### config.mk
export PLATFORM = sky130hd
export DESIGN_NAME = mux_scan_sequencer
export DESIGN_NICKNAME = d
export VERILOG_FILES = /design/src/rtl/mux_scan_sequencer.sv
export SDC_FILE = /design/constraint.sdc
export NUM_CORES = 1
export LEC_CHECK = 0
export BUFFER_PORTS_ARGS = -buffer_cell sky130_fd_sc_hd__buf_2
export CAP_MARGIN = 20
export CORE_MARGIN = 3
export CORE_UTILIZATION = 46
export DETAILED_ROUTE_END_ITERATION = 6
export PLACE_DENSITY = 0.75
export SLEW_MARGIN = 20
export SYNTH_ARGS = -nofsm -noshare
export SYNTH_HDL_FRONTEND = slang
export SYNTH_SLANG_ARGS = --single-unit
### constraint.sdc
create_clock -name clk -period 2.3 [get_ports clk]
set_input_delay 0.115 -clock clk [delete_from_list [all_inputs] [get_ports clk]]
set_output_delay 0.115 -clock clk [all_outputs]
set_load 0.05 [all_outputs]
### src/rtl/mux_scan_sequencer.sv
// rtl/mux_scan_sequencer.sv - drives a 64:1 mux select sweep and serializes its output LSB first
module mux_scan_sequencer #(
  parameter int SEL_W      = 6,
  parameter int BIT_CYCLES = 1
) (
  input  logic                  clk,
  input  logic                  reset,
  input  logic                  load_valid,
  output logic                  load_ready,
  input  logic [2**SEL_W-1:0]   load_data,
  input  logic [SEL_W:0]        load_len,
  input  logic                  abort,
  output logic [2**SEL_W-1:0]   mux_data,
  output logic [SEL_W-1:0]      mux_sel,
  input  logic                  mux_bit,
  output logic                  ser_bit,
  output logic                  ser_valid,
  output logic                  ser_last,
  output logic                  busy
);

  localparam int                DATA_W    = 2**SEL_W;
  localparam int                HOLD_W    = $clog2(BIT_CYCLES) + 1;
  localparam logic [HOLD_W-1:0] HOLD_LAST = HOLD_W'(BIT_CYCLES - 1);
  localparam logic [SEL_W:0]    FULL_LEN  = (SEL_W+1)'(DATA_W);

  typedef enum logic {IDLE, SHIFT} state_t;

  state_t            state, state_d;
  logic [HOLD_W-1:0] hold_cnt;
  logic [SEL_W:0]    len, len_clamped;
  logic              load_fire, capture, last_hit;

  always_ff @(posedge clk) begin
    if (reset) state <= IDLE;
    else       state <= state_d;
  end

  always_comb begin
    state_d     = state;
    load_ready  = 1'b0;
    busy        = 1'b0;
    load_fire   = 1'b0;
    capture     = 1'b0;
    last_hit    = 1'b0;
    // Zero and out-of-range lengths mean a full-width scan.
    len_clamped = ((load_len == '0) || (load_len > FULL_LEN)) ? FULL_LEN : load_len;
    case (state)
      IDLE: begin
        load_ready = !reset;
        load_fire  = load_valid;
        if (load_valid) state_d = SHIFT;
      end
      SHIFT: begin
        busy = 1'b1;
        if (abort) begin
          state_d = IDLE;
        end else if (hold_cnt == HOLD_LAST) begin
          capture  = 1'b1;
          last_hit = ({1'b0, mux_sel} == (len - (SEL_W+1)'(1)));
          if (last_hit) state_d = IDLE;
        end
      end
      default: state_d = IDLE;
    endcase
  end

  always_ff @(posedge clk) begin
    if (reset) begin
      mux_data  <= '0;
      mux_sel   <= '0;
      hold_cnt  <= '0;
      len       <= '0;
      ser_bit   <= 1'b0;
      ser_valid <= 1'b0;
      ser_last  <= 1'b0;
    end else begin
      ser_valid <= 1'b0;
      ser_last  <= 1'b0;
      if (load_fire) begin
        mux_data <= load_data;
        len      <= len_clamped;
        mux_sel  <= '0;
        hold_cnt <= '0;
      end else if (state == SHIFT) begin
        if (abort) begin
          // A capture landing on the abort cycle is discarded.
          mux_sel  <= '0;
          hold_cnt <= '0;
        end else if (capture) begin
          ser_bit   <= mux_bit;
          ser_valid <= 1'b1;
          ser_last  <= last_hit;
          hold_cnt  <= '0;
          if (!last_hit) mux_sel <= mux_sel + SEL_W'(1);
        end else begin
          hold_cnt <= hold_cnt + HOLD_W'(1);
        end
      end
    end
  end

endmodule
==> impl_summary.md <==
Yosys
The number of warning messages in the yosys log is 0. The share of synthesized area in the top cell type comes to 0.5153. Of all flip-flops after synthesis, the portion carrying an async set or reset was 0. For this run, the leading register cell type out of synthesis is sky130_fd_sc_hd__dfxtp_1. Of the synthesized area, sequential elements account for 0.5153. The netlist uses 36 different library cells.

Ranked by total cell area, the synthesized netlist is headed by sky130_fd_sc_hd__dfxtp_1, sky130_fd_sc_hd__nand2_1, sky130_fd_sc_hd__a21oi_1. sky130_fd_sc_hd__dfxtp_1 takes more of the synthesized area than any other cell. The number of enable-type register cells in the synthesized netlist is 0. The number of synthesized register bits is 82. The average instance area after synthesis is 8.004 sq um.

In the synthesized netlist, the number of instances is 398. The post-synthesis instance area is 0.003186 sq mm. The post-synth net total is 476.

Floorplanning
The die covers 0.007959 sq mm. The y dimension of the die is 89.22 microns. The floorplan step set the die width to 89.22 microns. The core region is 0.006531 sq mm. The number of top-level pins is 151.

For this configuration, the core starts out at a cell density of 0.4877. The number of rows created at floorplan is 29.

STA
After routing, the total negative slack on setup checks comes to 0 ps. The final count of hold timing violations was 0. On the final layout, the worst clock skew is 8.136 ps. Derived from the worst setup path, the maximum achievable clock frequency is 0.4984 GHz. The smallest setup slack after layout is 293.6 ps. The post-route minimum period is 2006 ps. The count of pins over their slew limit was 0. The share of the cycle needed by the critical path after routing is 0.8723. Setup repair after global routing left no endpoint under its margin.

Setup violations remaining at the end of the flow were counted as 0. At the pin with the least slew margin, the transition time is 998.7 ps. The headroom to the max-slew limit is 0.3302.

Drt
The detailed router used layers up to and including met4. The DRC marker count from the first detailed-route iteration is 159. The mean number of vias per cell is 5.129. The wire length per cell is 14.00 microns.

The detailed route wirelength on metal3 is 782 microns. In the routed design, unresolved DRC markers number 0. Summing over every cut layer, the via total after detailed routing is 3303. The count of nets left with antenna violations once routing finished came out at 0. The routed design has 9019 microns of wire. The sum of routed wire segments on met1 is 3652 microns.

Before antenna repair, the detailed router went through 6 iterations. In the detailed route, the total length drawn on met2 is 4408 microns.

Cells and area
The area growth from synthesis to layout is 38.96%. The number of antenna diodes in the final layout is 0. The fraction of final layout cells with drive strength greater than 1 is 0.3069.

For this run, the share of the core covered by cells in the final layout is 0.6778. The number of nets at the end of the flow is 642. The number of filler instances in the final layout is 554. Leaving out fill and tap cells, the most frequent cell in the layout is sky130_fd_sc_hd__buf_2. The top cell types in the final layout, fill and taps aside, are sky130_fd_sc_hd__buf_2, sky130_fd_sc_hd__nand2_1, sky130_fd_sc_hd__dfxtp_1, sky130_fd_sc_hd__a21oi_1, sky130_fd_sc_hd__dlygate4sd3_1. The final cell count without fillers is 644.

CTS
In this run the number of H-tree levels came out at 3. Clock latency on the worst-skew pair, taken at its later pin, is 340 ps. Counting along the longest clock path gives a buffer depth of 2. TritonCTS built the clock tree. The clock transition at the register clock pins on the worst setup and hold paths after CTS is 80 ps. The number of buffers added for setup after CTS is 0. The tree built by TritonCTS fans out to 82 sinks. The clock buffer count from CTS is 9.

Clock tree synthesis selected as its root buffer the cell sky130_fd_sc_hd__clkbuf_8.

Placement
Detailed placement ended at an HPWL of 5955 microns. The last weighted congestion value of the routability-driven placer is 0.8152. The count of buffers added on input and output ports is 150. Counting tap cells, the placed design contains a total of 603 instances.

Before CTS, the worst setup slack after placement is 338.5 ps.

Power
IR analysis of the VDD net gives a maximum drop of 423.5 uV. The standby leakage power is 2.041 nW. The post-route total power is 0.003109 W. For this design the ratio of total power to cell area is 702.3 mW/mm^2.

Global routing
The number of antenna violations at the first check in global routing is 0. Entering global routing, the biggest net connects 62 pins. The first global-routing pass estimated 13990 microns of wire. Across every metal layer, demand over resource in global routing totals 0.2220. The via count of the first global-routing pass is 3219.

The remaining global-route overflow is 0.

Run
The total of max-cap violations is 0.

Worst setup path
The highest net fanout along the worst path is 9. The critical path data required time is 2560 ps. The critical path startpoint category is a register. The critical setup path kind is register to register. For the worst setup path, the data arrival time is 2270 ps. STA classifies the critical path endpoint as a register.

Run status
The run finished with clean final reports.

Worst hold path
The tightest min-delay check is of the input port to register type.
cells by family after synthesis:
logic type,Yosys count,share of synthesized area
xor gates and xnor gates,7,0.02160
and+or+nand+nor,185,0.2490
AOI/OAI and AO/OA,87,0.1544
adders and majority gates,2,0.007854
DFF,82,0.5153
muxes,5,0.01571
buffers and inverters,30,0.03613
path summary, 6_finish.rpt:
| path | from | end | slack [ps] | cells after the start |
|---|---|---|---|---|
| min | load_data[40] | mux_data[40]$_SDFFE_PP0P_ | 20 | 3 |
| min reg2reg | mux_data[17]$_SDFFE_PP0P_ | mux_data[17]$_SDFFE_PP0P_ | 450 | 2 |
| max | len[0]$_SDFFE_PP0P_ | mux_sel[3]$_SDFFE_PP0P_ | 290 | 8 |
| max reg2reg | len[0]$_SDFFE_PP0P_ | mux_sel[3]$_SDFFE_PP0P_ | 290 | 8 |
state kept, by name, summed over array words and instances, names as in the netlist:
signal / flops
ser_valid: 1
len: 7
mux_data: 64
mux_sel: 6
state: 1
ser_bit: 1
ser_last: 1
hold_cnt: 1
critical path: stages, from the launching register on:
cell and delay [ps]:
sky130_fd_sc_hd__dfxtp_1 400, sky130_fd_sc_hd__inv_1 60, sky130_fd_sc_hd__ha_1 240, sky130_fd_sc_hd__and2_1 180, sky130_fd_sc_hd__a211oi_1 290, sky130_fd_sc_hd__o31ai_2 120, sky130_fd_sc_hd__buf_4 180, sky130_fd_sc_hd__a31oi_1 220
sky130_fd_sc_hd__mux2i_1 240
Yosys cell counts, types with 3 or more instances:
master                     count
sky130_fd_sc_hd__a21oi_1      72
sky130_fd_sc_hd__a31oi_1       6
sky130_fd_sc_hd__buf_1         3
sky130_fd_sc_hd__clkbuf_1     21
sky130_fd_sc_hd__dfxtp_1      82
sky130_fd_sc_hd__inv_1         4
sky130_fd_sc_hd__mux2i_1       5
sky130_fd_sc_hd__nand2_1     143
sky130_fd_sc_hd__nand2b_1      5
sky130_fd_sc_hd__nand3_1       4
sky130_fd_sc_hd__nand3b_1      7
sky130_fd_sc_hd__nand4_1       4
sky130_fd_sc_hd__nor2_1        5
sky130_fd_sc_hd__nor3_1        6
sky130_fd_sc_hd__xnor2_1       4
metal layers:
layer	global-route usage	vias up
li1	-	1651
met1	0.2520	1510
met2	0.3804	123
met3	0.07465	19
met5	0	-
met4	0.09337	0
cell type report:
| type | count | area [sq um] | share of cell area |
|---|---|---|---|
| clock buffer | 11 | 141.4 | 0.03194 |
| clock inverter | 3 | 17.52 | 0.003957 |
| inverter | 4 | 15.01 | 0.003392 |
| multi-input combinational | 286 | 1439 | 0.3250 |
| sequential | 82 | 1642 | 0.3708 |
| tap | 77 | 96.34 | 0.02176 |
| timing repair buffer | 181 | 1076 | 0.2431 |
timing repair:
action | in CTS | in global routing
hold endpoints to repair | 27 | 0
hold buffers | 27 | 0
gates resized for setup | 0 | 0
stage by stage:
step           hold slack (ps)  cell area [sq um]
3_3_place_gp             349.6               3998
4_1_cts                 0.2158               4427
3_5_place_dp             349.3               3998
2_1_floorplan            192.1               3186
5_1_grt                  6.451               4427
6_report                 17.13               4427
power by group:
group          leakage (nW)  total (W)  switching (W)  internal [W]
clock                0.0810   0.000886       0.000479      0.000407
combinational          1.29   0.000687       0.000478      0.000209
sequential            0.672    0.00154      0.0000423       0.00149
total                  2.04    0.00311       0.000999       0.00211
No activity file was read; power rests on OpenSTA's default activity.
